--- src/rtl/apb_master_bridge.sv ---
// APB3 master bridge: turns upstream transfer commands into SETUP/ACCESS phases on two slaves.
// Optional ACCESS wait-state timeout is compiled in with `define APB_TIMEOUT_EN.
module apb_master_bridge #(
  parameter int unsigned ADDR_W         = 9,
  parameter int unsigned DATA_W         = 8,
  parameter int unsigned TIMEOUT_CYCLES = 16
) (
  input  logic              PCLK,
  input  logic              PRESET,
  input  logic              transfer,
  input  logic              READ_WRITE,
  input  logic [ADDR_W-1:0] apb_write_paddr,
  input  logic [DATA_W-1:0] apb_write_data,
  input  logic [ADDR_W-1:0] apb_read_paddr,
  output logic [DATA_W-1:0] apb_read_data_out,
  output logic              PSLVRR,
  output logic              xfer_done,
  output logic              busy,
  output logic              PSEL1,
  output logic              PSEL2,
  output logic              PENABLE,
  output logic              PWRITE,
  output logic [ADDR_W-2:0] PADDR,
  output logic [DATA_W-1:0] PWDATA,
  input  logic [DATA_W-1:0] PRDATA,
  input  logic              PREADY,
  input  logic              PSLVERR
);

  typedef enum logic [1:0] {
    IDLE   = 2'd0,
    SETUP  = 2'd1,
    ACCESS = 2'd2
  } state_t;

  state_t state;

  if (TIMEOUT_CYCLES == 0) begin : g_bad_timeout_cfg
    $error("apb_master_bridge: TIMEOUT_CYCLES must be nonzero");
  end

  // Incoming command as it would be latched this cycle
  logic [ADDR_W-1:0] cmd_addr;
  logic [DATA_W-1:0] cmd_wdata;
  logic              timeout_hit;
  logic              access_done;
  logic              start_cmd;

  assign cmd_addr  = READ_WRITE ? apb_read_paddr : apb_write_paddr;
  assign cmd_wdata = READ_WRITE ? '0 : apb_write_data;

`ifdef APB_TIMEOUT_EN
  localparam int unsigned CNT_W = $clog2(TIMEOUT_CYCLES + 1);

  logic [CNT_W-1:0] wait_cnt;

  // Counts ACCESS cycles spent waiting for PREADY; restarts on every ACCESS entry
  always_ff @(posedge PCLK or posedge PRESET) begin
    if (PRESET) begin
      wait_cnt <= '0;
    end else if (state == SETUP) begin
      wait_cnt <= '0;
    end else if ((state == ACCESS) && !PREADY) begin
      wait_cnt <= wait_cnt + CNT_W'(1);
    end
  end

  assign timeout_hit = (state == ACCESS) && !PREADY &&
                       (wait_cnt == CNT_W'(TIMEOUT_CYCLES - 1));
`else
  assign timeout_hit = 1'b0;
`endif

  assign access_done = (state == ACCESS) && (PREADY || timeout_hit);
  assign start_cmd   = transfer && ((state == IDLE) || access_done);

  // FSM with registered APB and upstream outputs
  always_ff @(posedge PCLK or posedge PRESET) begin
    if (PRESET) begin
      state             <= IDLE;
      apb_read_data_out <= '0;
      PSLVRR            <= 1'b0;
      xfer_done         <= 1'b0;
      busy              <= 1'b0;
      PSEL1             <= 1'b0;
      PSEL2             <= 1'b0;
      PENABLE           <= 1'b0;
      PWRITE            <= 1'b0;
      PADDR             <= '0;
      PWDATA            <= '0;
    end else begin
      xfer_done <= 1'b0;

      case (state)
        IDLE: begin
          PSEL1   <= 1'b0;
          PSEL2   <= 1'b0;
          PENABLE <= 1'b0;
          busy    <= 1'b0;
        end

        SETUP: begin
          state   <= ACCESS;
          PENABLE <= 1'b1;
        end

        ACCESS: begin
          if (access_done) begin
            xfer_done <= 1'b1;
            PSLVRR    <= timeout_hit ? 1'b1 : PSLVERR;
            if (PREADY && !PWRITE && !PSLVERR) begin
              apb_read_data_out <= PRDATA;
            end
            state   <= IDLE;
            PSEL1   <= 1'b0;
            PSEL2   <= 1'b0;
            PENABLE <= 1'b0;
            busy    <= 1'b0;
          end
        end

        default: begin
          state   <= IDLE;
          PSEL1   <= 1'b0;
          PSEL2   <= 1'b0;
          PENABLE <= 1'b0;
          busy    <= 1'b0;
        end
      endcase

      // New command from IDLE or back-to-back at completion; overrides the IDLE return
      if (start_cmd) begin
        state   <= SETUP;
        busy    <= 1'b1;
        PENABLE <= 1'b0;
        PSEL1   <= ~cmd_addr[ADDR_W-1];
        PSEL2   <= cmd_addr[ADDR_W-1];
        PADDR   <= cmd_addr[ADDR_W-2:0];
        PWRITE  <= ~READ_WRITE;
        PWDATA  <= cmd_wdata;
      end
    end
  end

endmodule

--- config.mk ---
export PLATFORM = sky130hd
export DESIGN_NAME = apb_master_bridge
export DESIGN_NICKNAME = d
export VERILOG_FILES = /design/src/rtl/apb_master_bridge.sv
export SDC_FILE = /design/constraint.sdc
export NUM_CORES = 1
export LEC_CHECK = 0
export CAP_MARGIN = 40
export CORE_MARGIN = 2
export CORE_UTILIZATION = 40
export CTS_BUF_LIST = sky130_fd_sc_hd__clkbuf_16
export DETAILED_ROUTE_END_ITERATION = 6
export PLACE_DENSITY = 0.89
export SYNTH_ARGS = -nofsm -noshare
export SYNTH_HDL_FRONTEND = slang
export SYNTH_SLANG_ARGS = --single-unit
--- constraint.sdc ---
create_clock -name PCLK -period 1.85 [get_ports PCLK]
set_clock_uncertainty 0.2 [all_clocks]
set_input_delay 0.185 -clock PCLK [delete_from_list [all_inputs] [get_ports PCLK]]
set_output_delay 0.185 -clock PCLK [all_outputs]
set_load 0.01 [all_outputs]
After elaboration in Yosys (flattened, before gate mapping):

Cells that the tools add are included.

* $add $sub $neg: 0
* multiply operators: 0
* divide/modulo/power cells: 0
* magnitude comparators: 0
* equality and inequality tests: 5
* shift operators: 0
* muxes and demuxes: 14
* bitwise logic cells: 2
* reduce and logical (&&, ||, !) cells: 12

Operators by type and width (number)
* 2-to-1 mux 9 bit: 1
* 2-to-1 mux 8 bit: 1
* 2-to-1 mux 1 bit: 7
* case mux 2 bit (3 select lines): 1
* AND reduction 2 bit: 3
* logical AND 1 bit: 4
* 2-to-1 mux 2 bit: 2
* inequality test 2 bit (second input constant): 2
* case mux 1 bit (2 select lines): 2
* inequality test 3 bit (second input constant): 1
* AND reduction 3 bit: 1
* == test 2 x 1 -> 1 bit (second input constant): 1
* == test 2 bit (second input constant): 1
* logical NOT 1 bit: 2
* logical NOT 2 bit: 1
* inverter 1 bit: 2
* logical OR 1 bit: 1

* register bits: 33
* latch bits: 0
* RAM bits: 0
* bits in read-only memories: 0
* output and inout port bits: 31
* logic and storage cells: 44
* memories: 0

Depth between registers and ports, before layout:

Gate-level depths: netlist of run 1.

* word-level depth: 6
* mapped depth: 5

Worst setup path before layout of run 1:

No wires, ideal clock.

* kind: register to register
* start point: reg state[1]
* end point: reg PADDR[6]
* library setup time: 125 ps
* data arrival time: 1312 ps
* required time: 1525 ps
* setup slack: 213 ps
* stages on the path, launching flop included: 5
* period minus slack after synthesis: 1637 ps
* cell sequence: dfrtp_1 -> nor2b_1 -> nor3b_2 -> buf_2 -> mux2_2

* word-level cells in the longest chain between the ends: 4
* elaborated cells between the ends (all ways): 5
* classes of those cells: eq/ne: 1; reduce/logical: 4

RTL lines
* start, declared: line 36 `state_t state;`
* start signal, assigned: line 80 `state <= IDLE;`
* start signal, assigned: line 103 `state <= ACCESS;`
* start signal, assigned: line 114 `state <= IDLE;`
* == test 2 bit: line 74 `assign access_done = (state == ACCESS) && (PREADY || timeout_hit);`
* logical AND 1 bit: line 74
* logical OR 1 bit (*): line 75 `assign start_cmd = transfer && ((state == IDLE) || access_done);`
* logical AND 1 bit (*): line 75
* end signal, assigned: line 138 `PADDR <= cmd_addr[ADDR_W-2:0];`
* end, declared: line 23 `output logic [ADDR_W-2:0] PADDR,`

Every way passes the cells marked *; elsewhere a longest branch is shown, timed or not.
A chain may end at the register's enable or synchronous reset.

Worst setup path after layout of run 1:

* start point: reg state[0]
* end point: reg apb_read_data_out[1]

* word-level cells in the longest chain between the ends: 3

RTL lines
* == test 2 bit (*): line 74, 94
* logical AND 1 bit: line 74
* AND reduction 3 bit (no source line) (*)
* end signal, assigned: line 81 `apb_read_data_out <= '0;`
* end signal, assigned: line 112 `apb_read_data_out <= PRDATA;`
* end, declared: line 15 `output logic [DATA_W-1:0] apb_read_data_out,`

Marked as above.

==> out/results.ini, run 1 <==
[outcome]
outcome=completed

[power_and_ir_drop]
p_int_w=0.00224
p_seq_share_pct=35.7
p_per_area_nw_per_um2=1230
p_leak_nw=1.09
comb_power_share_pct=33.6
p_sw_share_pct=24.7
power_frac_clock_pct=30.7
p_sw_w=0.000735
peakVddDrop_mv=0.698

[worst_setup_path]
slowest_stage=dfrtp_1
worstPathMaxFanout=4
max_stage_delay_ps=410
critical_path_required_ps=1810
worst-path-buf-inv=1
critical_path.startpoint_type=flop
critPathTopFamily=simple AND/OR/NAND/NOR gates
cp_cell_sequence=nand3b_4 -> or3_1 -> buf_4 -> mux2_4
crit_path_end_kind=flop
worstSetupPathType=reg2reg
cp.arrival_ps=1660

[die]
core_um2=3390
placementRows=21
io_pins=71
dieArea_um2=4100
die_y_um=64.1
initial_core_util_pct=42.6
chipWidth_um=64.1

[drt]
wl_per_cell_um=15.6
ant_nets=0
vias=1041
drt_wl_total_um=3500
initialDrtViolationCount=19
first_pass_iters=4
route.detailed.drc=0
via_per_inst=4.65

[synthesis]
synth_top_cell_by_area=dfrtp_1
synth_seq_cells=33
yosys.area_share.simple_pct=7.46
synth_fp_nets=137
ys_warn_count=0
avgSynthCellArea_um2=14.9
synth_cells=97
synth_cell_type_count=16
synthAdderAreaFrac_pct=0
synth-compound-area-share_pct=2.60
synth_top_family_by_area=multiplexers
syn-cell-area_um2=1440
synth_xor_xnor_area_share_pct=0
netlist.area_leader.share_pct=57.2
ys_top_cells_by_area=dfrtp_1 57%, mux2_2 20%, mux2_4 8.3%
ys_seq_area_share_pct=57.2
muxShareOfSynthArea_pct=29.2

[cells_and_area]
fin_cells=224
n_antenna_cell=0
area_delta_synth_final_pct=67.6
drive_gt1_share_pct=27.5
mostFrequentLayoutCells=70 x clkdlybuf4s50_1, 33 x dfrtp_1, 25 x mux2_2, 9 x nor2b_1, 8 x mux2_4
nNetsFinal=217
fill_cells=250
mostFrequentLayoutCell=clkdlybuf4s50_1
final_area_um2=2420

[placed_design]
placed_cell_area_um2=2250
dp_hpwl_um=2670
gp_congestion=0.731
dp_cells=216
io_buffers=70

[clock_tree]
clk_latency_ps=270
ctsResizeCount=0
cts-root-buf=clkbuf_16
post_cts_buffers=0
h-tree-depth=2
cts_buffer_depth=2
cts.hold.buffers_added=0
clk_pin_slew_ps=50
cts_tree=built
cts_buffers=5
cts.sinks=33

[global_route]
grt.total_usage_pct=19.5
first_global_vias=1171
grt_max_degree=24
grt_pass1_wl_um=5780
grt_antenna_before_repair=0
overflow=0

[sta]
hold_viol=0
fin_crit_sh_pct=91.8
relSlewSlack_pct=68.1
rsz0062_at_grt=false
fmax_mhz=589
setup_viol=0
period_minus_slack_ps=1700
drv_slew=0
worst_slew_pin_slew_ps=474

[hold_path]
hold_path.class=in2async

[job]
cap_violations=0

[per-layer routing]
metal / share of wire [%] / GRT usage [%] / wire [µm]
met1: 39 / 21.0 / 1360
met4: 2.7 / 9.78 / 94
met5: 0 / 0 / 0
met2: 51 / 32.8 / 1770
met3: 7.8 / 8.10 / 272
[path summary, 6_finish.rpt]
check / from / end / slack (ps) / cells past startpoint
worst max-delay path: state[0] / apb_read_data_out[1] / 150 / 4
worst min-delay path: PRESET / apb_read_data_out[4] / 30 / 2
worst max register to register: state[0] / apb_read_data_out[1] / 150 / 4
worst min register to register: busy / busy / 280 / 1
max in group asynchronous: PRESET / PWDATA[5] / 950 / 3
min in group PCLK: busy / busy / 280 / 1
[final cells by class]
class	count	area, µm²	area share [%]
Timing Repair Buffer	78	786	32.5
Tap cell	46	57.6	2.38
Sequential cell	33	826	34.2
Clock inverter	3	37.5	1.55
Inverter	5	18.8	0.776
Clock buffer	5	125	5.18
Multi-Input combinational cell	54	567	23.4
[flip-flops by register name, summed over array words and instances (netlist names), 2 cells and up]
| name | flops |
|---|---|
| PADDR | 8 |
| PWDATA | 8 |
| apb_read_data_out | 8 |
| state | 2 |
[cell usage after synthesis]
cell	instances
mux2i_1	2
nand2b_1	2
mux2_2	25
a21o_1	1
o21ai_0	1
o31ai_1	1
dfrtp_1	33
nor2b_1	9
nor3b_2	1
mux2_4	8
buf_2	4
nand3b_4	1
a22o_1	2
or3_1	1
inv_1	5
buf_6	1
[worst reg2reg max path, cell delays in order (launching register included)]
cell	delay (ps)
dfrtp_1	410
nand3b_4	170
or3_1	330
buf_4	180
mux2_4	300
[kinds of logic (layout without fill, tap and decap cells)]
| logic type | Yosys count | in the layout |
|---|---|---|
| DFF | 33 | 33 |
| buffers and inverters | 10 | 91 |
| muxes | 35 | 35 |
| and+or+nand+nor | 14 | 14 |
| AOI/OAI and AO/OA | 5 | 5 |
[stage by stage]
step           hold slack [ps]  utilization (%)  TNS [ps]  total power (W)  worst slack (ps)
6_report                  26.4             71.3         0          0.00297               151
5_1_grt                   61.3             71.3         0          0.00313              93.5
4_1_cts                   39.8             71.3         0          0.00301               142
3_5_place_dp               272             66.5     -1950          0.00208              -115
3_3_place_gp               264             66.5     -1040          0.00204             -69.0
2_1_floorplan             80.2                -         0          0.00149               213
[power groups by stage]
stage	sequential (W)	clock [W]	combinational (W)
floorplan	0.00116	0	0.000329
CTS	0.00106	0.000932	0.00101
global placement	0.00106	0	0.000982
finish	0.00106	0.000914	0.000999
global route	0.00109	0.000977	0.00107
detailed placement	0.00107	0	0.00101
Power figures use the tool's default switching activity.
==> run 2, diff against run 1 <==
- CAP_MARGIN: 40 -> 20
==> results of run 2 <==
Final layout, timing and power as in run 1 (identical DEF).
